### src/rtl/mem_bus_pkg.sv
// Shared types and default widths for the two-port memory bus arbiter.
// Optional round-robin tie breaking is selected with ARB_ROUND_ROBIN_EN.
package mem_bus_pkg;

    localparam int DEF_ADDR_W = 32;
    localparam int DEF_DATA_W = 32;

    typedef enum logic [1:0] {
        IDLE = 2'b00,
        WAIT = 2'b11
    } arb_state_t;

    typedef enum logic {
        PORT_INSTR = 1'b0,
        PORT_DATA  = 1'b1
    } port_id_t;

    function automatic port_id_t other_port(input port_id_t p);
        return (p == PORT_DATA) ? PORT_INSTR : PORT_DATA;
    endfunction

endpackage

### src/rtl/mem_bus_arbiter_grant_sel.sv
// Combinational grant selection between the instruction and data ports.
// With ARB_ROUND_ROBIN_EN ties alternate on last_grant, otherwise data wins.
module arb_grant_sel
    import mem_bus_pkg::*;
(
    input  logic     i_req_i,
    input  logic     d_req_i,
`ifdef ARB_ROUND_ROBIN_EN
    input  port_id_t last_grant_i,
`endif
    output logic     valid_o,
    output port_id_t grant_o
);

    always_comb begin
        valid_o = i_req_i | d_req_i;
        if (i_req_i && d_req_i) begin
`ifdef ARB_ROUND_ROBIN_EN
            grant_o = other_port(last_grant_i);
`else
            grant_o = PORT_DATA;
`endif
        end else if (d_req_i) begin
            grant_o = PORT_DATA;
        end else begin
            grant_o = PORT_INSTR;
        end
    end

endmodule

### src/rtl/mem_bus_arbiter.sv
// Shares one bus-master bridge between instruction and data ports, one access at a time.
// Define ARB_ROUND_ROBIN_EN for round-robin ties; default is fixed data priority.
module mem_bus_arbiter
    import mem_bus_pkg::*;
#(
    parameter int ADDR_W = DEF_ADDR_W,
    parameter int DATA_W = DEF_DATA_W
) (
    input  logic                clk,
    input  logic                rst,

    input  logic [ADDR_W-1:0]   i_address,
    input  logic [DATA_W-1:0]   i_write_data,
    input  logic [DATA_W/8-1:0] i_byteenable,
    input  logic                i_read,
    input  logic                i_write,
    output logic [DATA_W-1:0]   i_read_data,
    output logic                i_busy,

    input  logic [ADDR_W-1:0]   d_address,
    input  logic [DATA_W-1:0]   d_write_data,
    input  logic [DATA_W/8-1:0] d_byteenable,
    input  logic                d_read,
    input  logic                d_write,
    output logic [DATA_W-1:0]   d_read_data,
    output logic                d_busy,

    output logic [ADDR_W-1:0]   m_address,
    output logic [DATA_W-1:0]   m_write_data,
    output logic [DATA_W/8-1:0] m_byteenable,
    output logic                m_read,
    output logic                m_write,
    input  logic [DATA_W-1:0]   m_read_data,
    input  logic                m_busy
);

    arb_state_t             state_q;
    port_id_t               grant_q;
    logic [ADDR_W-1:0]      addr_q,  addr_d;
    logic [DATA_W-1:0]      wdata_q, wdata_d;
    logic [DATA_W/8-1:0]    be_q,    be_d;
    logic                   rd_q,    rd_d;
    logic                   wr_d;
    logic [DATA_W-1:0]      i_rdata_q, d_rdata_q;

    logic                   i_vld, d_vld;
    logic                   grant_valid;
    port_id_t               grant_sel;
    logic                   complete;

    // Read and write together is not a request at all.
    assign i_vld = i_read ^ i_write;
    assign d_vld = d_read ^ d_write;

`ifdef ARB_ROUND_ROBIN_EN
    port_id_t last_grant_q;
`endif

    arb_grant_sel u_grant_sel (
        .i_req_i      (i_vld),
        .d_req_i      (d_vld),
`ifdef ARB_ROUND_ROBIN_EN
        .last_grant_i (last_grant_q),
`endif
        .valid_o      (grant_valid),
        .grant_o      (grant_sel)
    );

    always_comb begin
        if (grant_sel == PORT_DATA) begin
            addr_d  = d_address;
            wdata_d = d_write_data;
            be_d    = d_byteenable;
            rd_d    = d_read;
            wr_d    = d_write;
        end else begin
            addr_d  = i_address;
            wdata_d = i_write_data;
            be_d    = i_byteenable;
            rd_d    = i_read;
            wr_d    = i_write;
        end
    end

    always_comb begin
        m_address    = '0;
        m_write_data = '0;
        m_byteenable = '0;
        m_read       = 1'b0;
        m_write      = 1'b0;
        i_busy       = i_vld;
        d_busy       = d_vld;
        i_read_data  = i_rdata_q;
        d_read_data  = d_rdata_q;
        complete     = 1'b0;
        // Reset abandons any grant silently: nothing issued, nothing completed.
        if (rst) begin
            i_busy = 1'b0;
            d_busy = 1'b0;
        end else begin
            case (state_q)
                IDLE: begin
                    if (grant_valid) begin
                        m_address    = addr_d;
                        m_write_data = wdata_d;
                        m_byteenable = be_d;
                        m_read       = rd_d;
                        m_write      = wr_d;
                    end
                end
                WAIT: begin
                    m_address    = addr_q;
                    m_write_data = wdata_q;
                    m_byteenable = be_q;
                    complete     = ~m_busy;
                    if (grant_q == PORT_DATA) begin
                        d_busy = d_vld & m_busy;
                        if (complete) d_read_data = m_read_data;
                    end else begin
                        i_busy = i_vld & m_busy;
                        if (complete) i_read_data = m_read_data;
                    end
                end
                default: ;
            endcase
        end
    end

    always_ff @(posedge clk) begin
        if (rst) begin
            state_q   <= IDLE;
            grant_q   <= PORT_INSTR;
            addr_q    <= '0;
            wdata_q   <= '0;
            be_q      <= '0;
            rd_q      <= 1'b0;
            i_rdata_q <= '0;
            d_rdata_q <= '0;
`ifdef ARB_ROUND_ROBIN_EN
            last_grant_q <= PORT_INSTR;
`endif
        end else begin
            case (state_q)
                IDLE: begin
                    if (grant_valid) begin
                        state_q <= WAIT;
                        grant_q <= grant_sel;
                        addr_q  <= addr_d;
                        wdata_q <= wdata_d;
                        be_q    <= be_d;
                        rd_q    <= rd_d;
`ifdef ARB_ROUND_ROBIN_EN
                        last_grant_q <= grant_sel;
`endif
                    end
                end
                WAIT: begin
                    if (complete) begin
                        state_q <= IDLE;
                        if (rd_q) begin
                            if (grant_q == PORT_DATA) d_rdata_q <= m_read_data;
                            else                      i_rdata_q <= m_read_data;
                        end
                    end
                end
                default: state_q <= IDLE;
            endcase
        end
    end

endmodule

### config.mk
export PLATFORM = sky130hd
export DESIGN_NAME = mem_bus_arbiter
export DESIGN_NICKNAME = d
export VERILOG_FILES = /design/src/rtl/mem_bus_pkg.sv /design/src/rtl/mem_bus_arbiter_grant_sel.sv /design/src/rtl/mem_bus_arbiter.sv
export SDC_FILE = /design/constraint.sdc
export NUM_CORES = 1
export LEC_CHECK = 0
export CAP_MARGIN = 20
export CORE_AREA = 2 2 122 124
export DETAILED_ROUTE_END_ITERATION = 8
export DIE_AREA = 0 0 124 126
export DONT_BUFFER_PORTS = 1
export HOLD_SLACK_MARGIN = 0.12
export PLACE_DENSITY = 0.65
export SLEW_MARGIN = 15
export SYNTH_ARGS = -nofsm -noshare
export SYNTH_HDL_FRONTEND = slang
export SYNTH_SLANG_ARGS = --single-unit
### constraint.sdc
create_clock -name clk -period 2 [get_ports clk]
set_clock_uncertainty 0.1 [all_clocks]
set_input_delay 0.3 -clock clk [delete_from_list [all_inputs] [get_ports clk]]
set_output_delay 0.3 -clock clk [all_outputs]
set_load 0.1 [all_outputs]
==> flow_summary.toml, run 1 <==
[synthesis]
synth_nets = 933
ys_seq_elements = 135
syn_inst = 758
synth_edf_count = 0
synth_ff_type = "dfxtp_1"
yosysWarningCount = 0
async_flop_share_pct = 0
syn_area_per_cell_um2 = 9.42
ys_types = 25
ys_seq_area_share_pct = 37.8
syn_area_mm2 = 0.00714

[floorplan]
io_pins = 311
start_util_pct = 49.9
fp.dieH_um = 126
dieWidth_um = 124
rows = 44

[run_status]
lastStage = "5_1_grt"
status = "stopped before the end"
error_line = "[ERROR GRT-0232] Routing congestion too high. Check the congestion heatmap in the GUI."

[place]
dp_hpwl_mm = 14.2
pre_cts_slack_ns = -0.0865
numPortBuffers = 0
place.gp.congestion = 0.803

[clock_network]
htreeDepth = 4
cts.path.max_buffers = 2
root_buffer = "clkbuf_16"
numCtsBuffers = 17
numClockSinks = 135

[sta]
grt_worst_setup_endpoint = "i_read_data[15]"
worstEndpointType = "output port"

[global_route]
grt_max_degree = 78
grtUsageTotal_pct = 92.5
gr-total-overflow = 602
-- repair_timing --
action / CTS
endpoints found under the setup margin: 134
hold endpoints to repair: 135
hold buffers: 150
cloned: 20
buffers inserted: 21
pin swaps: 3
resized for setup: 56
-- cells in the mapped netlist, types with 3 or more instances --
cell      number  share of area (%)
nand2_1       71                3.7
nand2b_1       3               0.26
clkbuf_1      35                1.8
mux2_1        10                1.6
o32ai_1       70                8.6
inv_1         70                3.7
dfxtp_1      135                 38
mux2i_1       68                9.5
buf_2         28                2.0
nor2b_1       66                5.8
buf_4          3               0.32
o21ai_0       40                2.8
mux2_2       118                 19
o21ai_1       28                2.0
-- layer usage --
layer / track usage (%) / overflow
met5: 27.3 / 0
met2: 110 / 388
met3: 76.6 / 2
met4: 103 / 210
met1: 88.3 / 2
-- metrics by stage --
step,hold slack [ns],cells,area [µm²]
2_1_floorplan,0.306,758,8370
4_1_cts,0.122,1250,13500
3_5_place_dp,0.328,1027,10500
3_3_place_gp,0.316,1027,10500
-- cells by family after synthesis --
| group | synth area share (%) |
|---|---|
| multiplexers | 29.7 |
| AND/OR/NAND/NOR | 10.6 |
| AO/OA/AOI/OAI | 13.8 |
| buffers and inverters | 7.80 |
| flip-flops | 37.8 |
| XOR/XNOR | 0.245 |
==> inputs of run 2 (changes only) <==
--- a/config.mk
+++ b/config.mk
@@ -6,12 +6,11 @@
 export NUM_CORES = 1
 export LEC_CHECK = 0
 export CAP_MARGIN = 20
-export CORE_AREA = 2 2 122 124
+export CORE_MARGIN = 2
+export CORE_UTILIZATION = 40
 export DETAILED_ROUTE_END_ITERATION = 8
-export DIE_AREA = 0 0 124 126
 export DONT_BUFFER_PORTS = 1
-export HOLD_SLACK_MARGIN = 0.12
-export PLACE_DENSITY = 0.65
+export PLACE_DENSITY_LB_ADDON = 0.15
 export SLEW_MARGIN = 15
 export SYNTH_ARGS = -nofsm -noshare
 export SYNTH_HDL_FRONTEND = slang
==> run 2 against run 1 <==
The flow now finishes, with violations (setup timing). Area after synthesis stayed put. Synthesized cell count is the same.
==> flow_summary.toml, run 2 <==
[run_status]
status = "finished with violations"
failed_checks = "setup timing"

[finish]
finalInstanceArea_mm2 = 0.0124
drive_above_1_share_pct = 46.2
utilization_pct = 71.4
mostFrequentLayoutCells = "133 x dfxtp_1, 99 x buf_12, 79 x buf_4"
fin_cells = 1192
antenna_cells = 0
area_delta_synth_final_pct = 73.5
final_common_cell = "dfxtp_1"
final_nets = 1129

[synthesis]
ys_seq_elements = 135
yosysMostFrequentCell = "dfxtp_1"
syn_area_per_cell_um2 = 9.42
ys_types = 25
syn_inst = 758
synth.top_cell.area_share_pct = 37.8
synth_ff_type = "dfxtp_1"
yosysWarningCount = 0
synth_area_leaders = "dfxtp_1 38%, mux2_2 19%, mux2i_1 9.5%, o32ai_1 8.6%, nor2b_1 5.8%"
synth_nets = 933
synth_edf_count = 0
synthTopCellsByCount = "135 x dfxtp_1, 118 x mux2_2, 71 x nand2_1"
async_flop_share_pct = 0
ys_seq_area_share_pct = 37.8
yosys.area.top_type = "dfxtp_1"
syn_area_mm2 = 0.00714

[clock_network]
root_buffer = "clkbuf_16"
cts.path.max_buffers = 2
numCtsBuffers = 17
cts_tree = "built"
numClockSinks = 135
htreeDepth = 4
clk_latency_ns = 0.41
path_clk_slew_ns = 0.06

[worst_setup_path]
crit_type = "reg -> out"
startpoint_type = "flip-flop"
critPathRequiredTime_ns = 1.60
crit_path_frequent_cell = "buf_12"
critPathTopFamily = "buffers and inverters"
path_cells = "buf_6 > a211o_4 > buf_12 > buf_12 > o21ai_4 > buf_12"
crit_slowest_cell = "dfxtp_4"
end_kind = "output pin"
path_buf_inv = 4
worstPathMaxFanout = 14
worstPathArrival_ns = 1.93
slowest_delay_ns = 0.35

[sta]
setup_tns_ns = -37.78
whs_ns = 0.0268
max_freq_mhz = 430
hold_viol = 0
rsz0062_at_grt = "true"
tightest_slew_ns = 0.420
finalCriticalPeriod_ns = 2.33
fin_crit_sh_pct = 116
slew_viol_final = 0
setup_slack_ns = -0.328
slew-limit-headroom_pct = 71.2
setup-violations-final = 135

[detailed_routing]
viasPerCell = 5.43
num_vias = 6467
routed_wl_mm = 24.2
drtAntennaViolNets = 0
drt_pass1_iterations = 4
drt_iter0_drc = 151
wl_per_cell_um = 20.3
drc = 0

[power]
peakVddDrop_v = 0.000589
p_leak_nw = 5.01
power_mw = 10.6
p_per_area_mw_per_mm2 = 853

[floorplan]
start_util_pct = 41.1
fp.dieH_um = 138
io_pins = 311
coreArea_mm2 = 0.0174
rows = 48
die-area_mm2 = 0.0189
dieWidth_um = 138

[place]
place_area_mm2 = 0.0108
dp_hpwl_mm = 15.4
pre_cts_slack_ns = -0.0848
place.gp.congestion = 0.832
numPortBuffers = 0
dp.cells = 1096

[min_path]
hold_path_class = "in -> reg"

[global_route]
use_met3_pct = 7.40
use_met2_pct = 44.6
grt_pass1_wl_mm = 35.3
antenna_found_initial = 0
gr-total-overflow = 0
grtUsageTotal_pct = 24.3
gr-usage-met1_pct = 25.6
grt_pass1_vias = 6886
busiest_layer = "met2"
grt_max_degree = 72

[job]
cap_violations = 0
-- run 2: cell counts after synthesis --
Identical to the previous run, type by type.
-- run 2: worst paths after layout --
| kind | cells past startpoint | endpoint | start | slack, ns |
|---|---|---|---|---|
| worst max-delay path | 6 | m_address[8] | state_q[0] | -0.33 |
| worst min-delay path | 2 | d_rdata_q[4] | rst | 0.03 |
| worst max register to register | 8 | i_rdata_q[30] | state_q[0] | 0 |
| worst min register to register | 2 | wdata_q[24] | wdata_q[24] | 0.37 |
-- run 2: area by class of cell --
class                   count  area, µm²
flip-flops and latches    135       2710
multi-input cells         487       5070
well taps                 225        282
inverters                  70        263
fillers                  1149       4960
clock buffers              21        460
repair buffers            243       3460
clock inverters            11        148
-- run 2: power by group --
group | switching, mW | internal, mW | leakage (nW)
logic | 2.67 | 1.64 | 3.62
clock network | 1.22 | 2.03 | 0.286
registers | 0.106 | 2.89 | 1.10
total | 4.00 | 6.57 | 5.01
-- run 2: kinds of logic (layout without fill, tap and decap cells) --
logic type	count (synthesis)	in the layout	share of synthesized area, %
AOI/OAI and AO/OA	143	143	13.8
and+or+nand+nor	146	146	10.6
DFF	135	135	37.8
xor gates and xnor gates	2	2	0.245
muxes	196	196	29.7
buffers and inverters	136	345	7.80
-- run 2: repair_timing --
item | in CTS | in global routing
pin swaps | 2 | 6
resized for setup | 24 | 41
endpoints found under the setup margin | 134 | 172
hold endpoints to repair | 135 | 0
hold buffers | 34 | 0
buffers inserted | 11 | 9
cloned | 5 | 9
-- run 2: layer usage --
layer	part of all wire, %	up-vias
met3	7.3	39
met1	38	3131
met2	52	235
li1	-	3062
met4	2.4	0
met5	0	-
Note: power is estimated with default switching activity, not from simulation.
